$ cat src/rtl/cascade_key_loader.sv
// Streams one Cascade key (KEY_32_DEPTH 32-bit words) from the key BRAM into the correct-key register.
// Optional feature macro CASCADE_LOADER_PARITY_EN adds the per-word parity output word_parity.
module cascade_key_loader #(
  parameter int unsigned KEY_32_DEPTH = 32,
  parameter int unsigned ADDR_WIDTH   = 10,
  parameter int unsigned RD_LATENCY   = 1
) (
  input  logic                    clk,
  input  logic                    rst,
  input  logic                    start,
  input  logic                    abort,
  input  logic [ADDR_WIDTH-1:0]   base_addr,
  output logic                    busy,
  output logic                    done,
  output logic                    key_rd_en,
  output logic [ADDR_WIDTH-1:0]   key_rd_addr,
  input  logic [31:0]             key_rd_data,
  output logic [31:0]             loading_key,
  output logic [KEY_32_DEPTH-1:0] loading_key_sel
`ifdef CASCADE_LOADER_PARITY_EN
  ,
  output logic [KEY_32_DEPTH-1:0] word_parity
`endif
);

  localparam int unsigned IDX_W = (KEY_32_DEPTH > 1) ? $clog2(KEY_32_DEPTH) : 1;
  localparam logic [IDX_W-1:0] LAST_IDX = IDX_W'(KEY_32_DEPTH - 1);

  typedef enum logic [1:0] {S_IDLE, S_ISSUE, S_DRAIN, S_DONE} state_t;

  state_t                  state, state_d;
  logic                    busy_d, done_d, rd_en_d;
  logic [ADDR_WIDTH-1:0]   rd_addr_d;
  logic [IDX_W-1:0]        rd_idx, rd_idx_d;
  logic [RD_LATENCY-1:0]   pipe_vld;
  logic [IDX_W-1:0]        pipe_idx [RD_LATENCY];
  logic                    cancel, strobe;
  logic [31:0]             key_d;
  logic [KEY_32_DEPTH-1:0] sel_d;

  // Next-state and next-output logic; abort overrides everything outside IDLE.
  always_comb begin
    state_d   = state;
    rd_en_d   = 1'b0;
    rd_addr_d = key_rd_addr;
    rd_idx_d  = rd_idx;
    done_d    = 1'b0;
    cancel    = abort && (state != S_IDLE);
    case (state)
      S_IDLE: begin
        if (start) begin
          state_d   = S_ISSUE;
          rd_en_d   = 1'b1;
          rd_addr_d = base_addr;
          rd_idx_d  = '0;
        end
      end
      S_ISSUE: begin
        if (rd_idx == LAST_IDX) begin
          state_d = S_DRAIN;
        end else begin
          rd_en_d   = 1'b1;
          rd_addr_d = key_rd_addr + ADDR_WIDTH'(1);
          rd_idx_d  = rd_idx + IDX_W'(1);
        end
      end
      S_DRAIN: begin
        if (loading_key_sel[KEY_32_DEPTH-1]) begin
          state_d = S_DONE;
          done_d  = 1'b1;
        end
      end
      S_DONE:  state_d = S_IDLE;
      default: state_d = S_IDLE;
    endcase
    if (cancel) begin
      state_d = S_IDLE;
      rd_en_d = 1'b0;
      done_d  = 1'b0;
    end
    busy_d = (state_d != S_IDLE);
    strobe = pipe_vld[RD_LATENCY-1] && !cancel;
    key_d  = strobe ? key_rd_data : loading_key;
    sel_d  = strobe ? (KEY_32_DEPTH'(1) << pipe_idx[RD_LATENCY-1]) : '0;
  end

  // State, registered outputs and the read-tracking pipeline.
  always_ff @(posedge clk) begin
    if (rst) begin
      state           <= S_IDLE;
      busy            <= 1'b0;
      done            <= 1'b0;
      key_rd_en       <= 1'b0;
      key_rd_addr     <= '0;
      rd_idx          <= '0;
      loading_key     <= '0;
      loading_key_sel <= '0;
      pipe_vld        <= '0;
      for (int i = 0; i < int'(RD_LATENCY); i++) pipe_idx[i] <= '0;
    end else begin
      state           <= state_d;
      busy            <= busy_d;
      done            <= done_d;
      key_rd_en       <= rd_en_d;
      key_rd_addr     <= rd_addr_d;
      rd_idx          <= rd_idx_d;
      loading_key     <= key_d;
      loading_key_sel <= sel_d;
      pipe_vld[0]     <= key_rd_en && !cancel;
      pipe_idx[0]     <= rd_idx;
      for (int i = 1; i < int'(RD_LATENCY); i++) begin
        pipe_vld[i] <= pipe_vld[i-1] && !cancel;
        pipe_idx[i] <= pipe_idx[i-1];
      end
    end
  end

`ifdef CASCADE_LOADER_PARITY_EN
  // Block parities for the first Cascade pass, captured alongside each word strobe.
  always_ff @(posedge clk) begin
    if (rst) begin
      word_parity <= '0;
    end else if ((state == S_IDLE) && start) begin
      word_parity <= '0;
    end else if (strobe) begin
      word_parity[pipe_idx[RD_LATENCY-1]] <= ^key_rd_data;
    end
  end
`endif

endmodule

$ cat config.mk
export PLATFORM = sky130hd
export DESIGN_NAME = cascade_key_loader
export DESIGN_NICKNAME = d
export VERILOG_FILES = /design/src/rtl/cascade_key_loader.sv
export SDC_FILE = /design/constraint.sdc
export NUM_CORES = 1
export LEC_CHECK = 0
export BUFFER_PORTS_ARGS = -buffer_cell sky130_fd_sc_hd__buf_2
export CORE_AREA = 2 2 82 84
export CTS_CLUSTER_SIZE = 20
export DETAILED_ROUTE_END_ITERATION = 12
export DIE_AREA = 0 0 84 86
export GPL_TIMING_DRIVEN = 0
export PLACE_DENSITY = 0.83
export SLEW_MARGIN = 20
export SYNTH_ARGS = -nofsm -noshare
export SYNTH_HDL_FRONTEND = slang
export SYNTH_SLANG_ARGS = --single-unit
$ cat constraint.sdc
create_clock -name clk -period 4.4 [get_ports clk]
set_clock_uncertainty 0.15 [all_clocks]
set_input_delay 0.66 -clock clk [delete_from_list [all_inputs] [get_ports clk]]
set_output_delay 0.66 -clock clk [all_outputs]
set_load 0.02 [all_outputs]
==> run_results.csv <==
group,metric,value,unit
run_status,status,"finished, final reports clean",
timing,slew_headroom,61.5,%
min_path,hold_start,"loading_key[1]",
setup_path,path_cells,"ha_1 > and3_1 > ha_1 > nand2b_1 > a21o_1 > buf_6 > or4b_1 > a31oi_1",
floorplanning,die_w,84,um
timing,rsz0062_at_grt,"false",
clock_tree,post_cts_buffers,0,
routing,antenna_left,0,
synth,yosysMostFrequentCell,"dfxtp_1",
clock_tree,clock_sinks,90,
floorplanning,die_area,7220,sq um
pwr,combPwrFrac,11.7,%
synth,yosysSeqAreaShare,55.6,%
setup_path,crit_path_end_kind,"flip-flop",
synth,synth_cell_types,40,
synth,yosys.area.top_type,"dfxtp_1",
clock_tree,cts_resized,0,
synth,synth_cells,372,
synth,yosysTopAreaCellShare,55.6,%
setup_path,startpoint,"rd_idx[0]",
synth,synth_area,3240,sq um
pwr,powerDensity,380,nW/um^2
synth,synth-xor-area-share,0.270,%
floorplanning,io_pins,123,
routing,drc_errors,0,
cells_and_area,final_layout_size_suffix_gt1_share,29.5,%
setup_path,cpMostUsedCell,"ha_1",
synth,synthAdderAreaFrac,1.16,%
global_route,grt.total_usage,21.2,%
floorplanning,chipHeight,86,um
clock_tree,cts_root_buf,"clkbuf_8",
setup_path,r2r_start,"rd_idx[0]",
setup_path,critical_path.max_stage_delay,0.51,ns
min_path,hold_path_class,"flip-flop to flip-flop",
synth,async_flop_share,0,%
cells_and_area,post-route-util,65.8,%
placed_design,dp.final_hpwl,5700,um
setup_path,reg2reg_depth,8,
synth,synth_edf_count,0,
timing,fmax,0.405,GHz
synth,synth_warnings,0,
pwr,power.switching,419,uW
setup_path,critical_path_class,"flip-flop to flip-flop",
synth,synth_nets,421,
routing,drt_iter0_markers,92,
pwr,vdd_drop_max,209,uV
timing,hold_viol,0,
routing,viasPerCell,5.09,
job,cap_violations,0,
clock_tree,clkLatencyLatePin,0.34,ns
pwr,power_frac_seq,55.0,%
synth,ys_ff_latch,90,
global_route,antenna_found_initial,0,
global_route,grt_overflow_total,0,
setup_path,crit_path_start_kind,"flip-flop",
timing,fin_crit_sh,56.1,%
floorplanning,initial_core_util,51.6,%
pwr,clockPowerShare,33.4,%
clock_tree,path_clk_slew,0.08,ns
pwr,p_total,1.57,mW
synth,yosys-top-cells-count,"90 x dfxtp_1, 85 x nand2_1, 49 x a21oi_1",
timing,setup_viol,0,
pwr,p_sw_share,26.7,%
setup_path,arrival,2.58,ns
floorplanning,rows,29,
placed_design,dp.cells,570,
cells_and_area,fin_cells,586,
clock_tree,cts_tree,"yes",
routing,vias,2984,
synth,syn_avg_cell_area,8.70,sq um
setup_path,crit_path_max_fanout,10,
cells_and_area,nNetsFinal,553,
clock_tree,cts_buffers,9,
global_route,first_global_vias,2784,
synth,ys_top_cells_by_area,"dfxtp_1 56%, nand2_1 9.9%, a21oi_1 7.6%",
cells_and_area,diodes,0,
floorplanning,core_area,6280,sq um
clock_tree,clockBufferDepth,2,
cells_and_area,area_growth,27.5,%
min_path,min_path_cells,2,
pwr,p_int,1.15,mW
global_route,grt_pass1_wl,12500,um
timing,worst_pin_slew,0.577,ns
synth,synth-compound-area-share,12.6,%
timing,min_period,2.47,ns
cells_and_area,fillers,535,
placed_design,port_buffers,121,
synth,synth_flop_cell,"dfxtp_1",
routing,drtPass1Iterations,4,
timing,setup_tns,0,ns
pwr,leakagePower,1.84,nW
global_route,grt_max_degree,16,
synth,synth_mux_area_share,0.309,%
timing,finalMaxSlewViolations,0,
synth,synth_top_family_by_area,"simple AND/OR/NAND/NOR gates",
routing,wl_per_cell,13.0,um
routing,wl,7640,um
synth,yosys.area_share.simple,26.4,%
clock_tree,cts_hold_buf,0,
clock_tree,htree_levels,3,
setup_path,slowest_stage,"or4b_1",
placed_design,gp_congestion,0.840,
setup_path,required,4.52,ns
power by group through the flow:
stage / combinational (mW) / clock, mW / sequential [mW]
2_1_floorplan: 0.0879 / 0 / 0.905
3_3_place_gp: 0.179 / 0 / 0.879
3_5_place_dp: 0.182 / 0 / 0.880
4_1_cts: 0.183 / 0.533 / 0.861
5_1_grt: 0.200 / 0.567 / 0.866
6_report: 0.183 / 0.523 / 0.862
final cells by class:
class | instances | area, sq um | area share [%]
plain buffers | 24 | 105 | 2.55
clock buffers | 11 | 151 | 3.67
multi-input cells | 255 | 1320 | 32.0
well taps | 77 | 96.3 | 2.33
clock inverters | 5 | 37.5 | 0.909
repair buffers | 121 | 606 | 14.7
inverters | 3 | 11.3 | 0.273
flip-flops and latches | 90 | 1800 | 43.6
layout by cell type (no fill, tap or decap), drive strengths merged, types with 2 or more instances in the layout:
| cell | synthesis | layout |
|---|---|---|
| a21o | 2 | 2 |
| a21oi | 49 | 49 |
| a311oi | 3 | 3 |
| a31oi | 2 | 2 |
| and2 | 3 | 3 |
| and3 | 4 | 4 |
| and4 | 3 | 3 |
| and4bb | 2 | 2 |
| buf | 7 | 128 |
| clkbuf | 17 | 28 |
| clkinv | 0 | 2 |
| clkinvlp | 0 | 2 |
| dfxtp | 90 | 90 |
| ha | 3 | 3 |
| inv | 3 | 4 |
| nand2 | 85 | 85 |
| nand2b | 13 | 13 |
| nand3 | 7 | 7 |
| nand3b | 3 | 3 |
| nand4b | 2 | 2 |
| nor2 | 37 | 37 |
| nor2b | 6 | 6 |
| nor3 | 10 | 10 |
| o21ai | 4 | 4 |
| o31a | 3 | 3 |
| o32ai | 3 | 3 |
worst max-delay path: cells and delay by family (launching register included):
family          cells  cell delay (ns)
buf+inv             1             0.14
fa+ha+maj           2             0.48
compound gates      2             0.35
flops               1             0.36
simple gates        3             0.92
state kept, by name, indices dropped and copies added, names as in the netlist:
signal           count
loading_key         32
loading_key_sel     32
key_rd_addr         10
pipe_idx             5
rd_idx               5
state                2
busy                 1
done                 1
key_rd_en            1
pipe_vld             1
cells by family after synthesis:
logic type,after synthesis
simple gates,180
compound gates,70
fa+ha+maj,3
mux,1
xor+xnor,1
buf+inv,27
flops,90
through the flow:
step,area [sq um],worst slack [ns],hold WS [ns]
finish,4130,1.93,0.304
floorplan,3240,2.14,0.315
detailed placement,3940,1.94,0.295
CTS,4130,1.93,0.307
global placement,3940,2.04,0.290
global route,4130,1.79,0.329
final timing paths:
| kind | slack (ns) | to |
|---|---|---|
| hold reg to reg | 0.30 | loading_key[1] |
| hold / removal | 0.30 | loading_key[1] |
| setup / recovery | 1.93 | key_rd_addr[9] |
| setup reg to reg | 1.93 | key_rd_addr[9] |
per-layer routing:
| metal | global-route usage, % | up-vias | share of wire (%) |
|---|---|---|---|
| li1 | - | 1508 | - |
| met1 | 26.6 | 1352 | 43 |
| met2 | 35.8 | 118 | 49 |
| met3 | 5.68 | 6 | 6.9 |
| met4 | 6.60 | 0 | 0.98 |
| met5 | 0 | - | 0 |
Note: power is estimated with default switching activity, not from simulation.
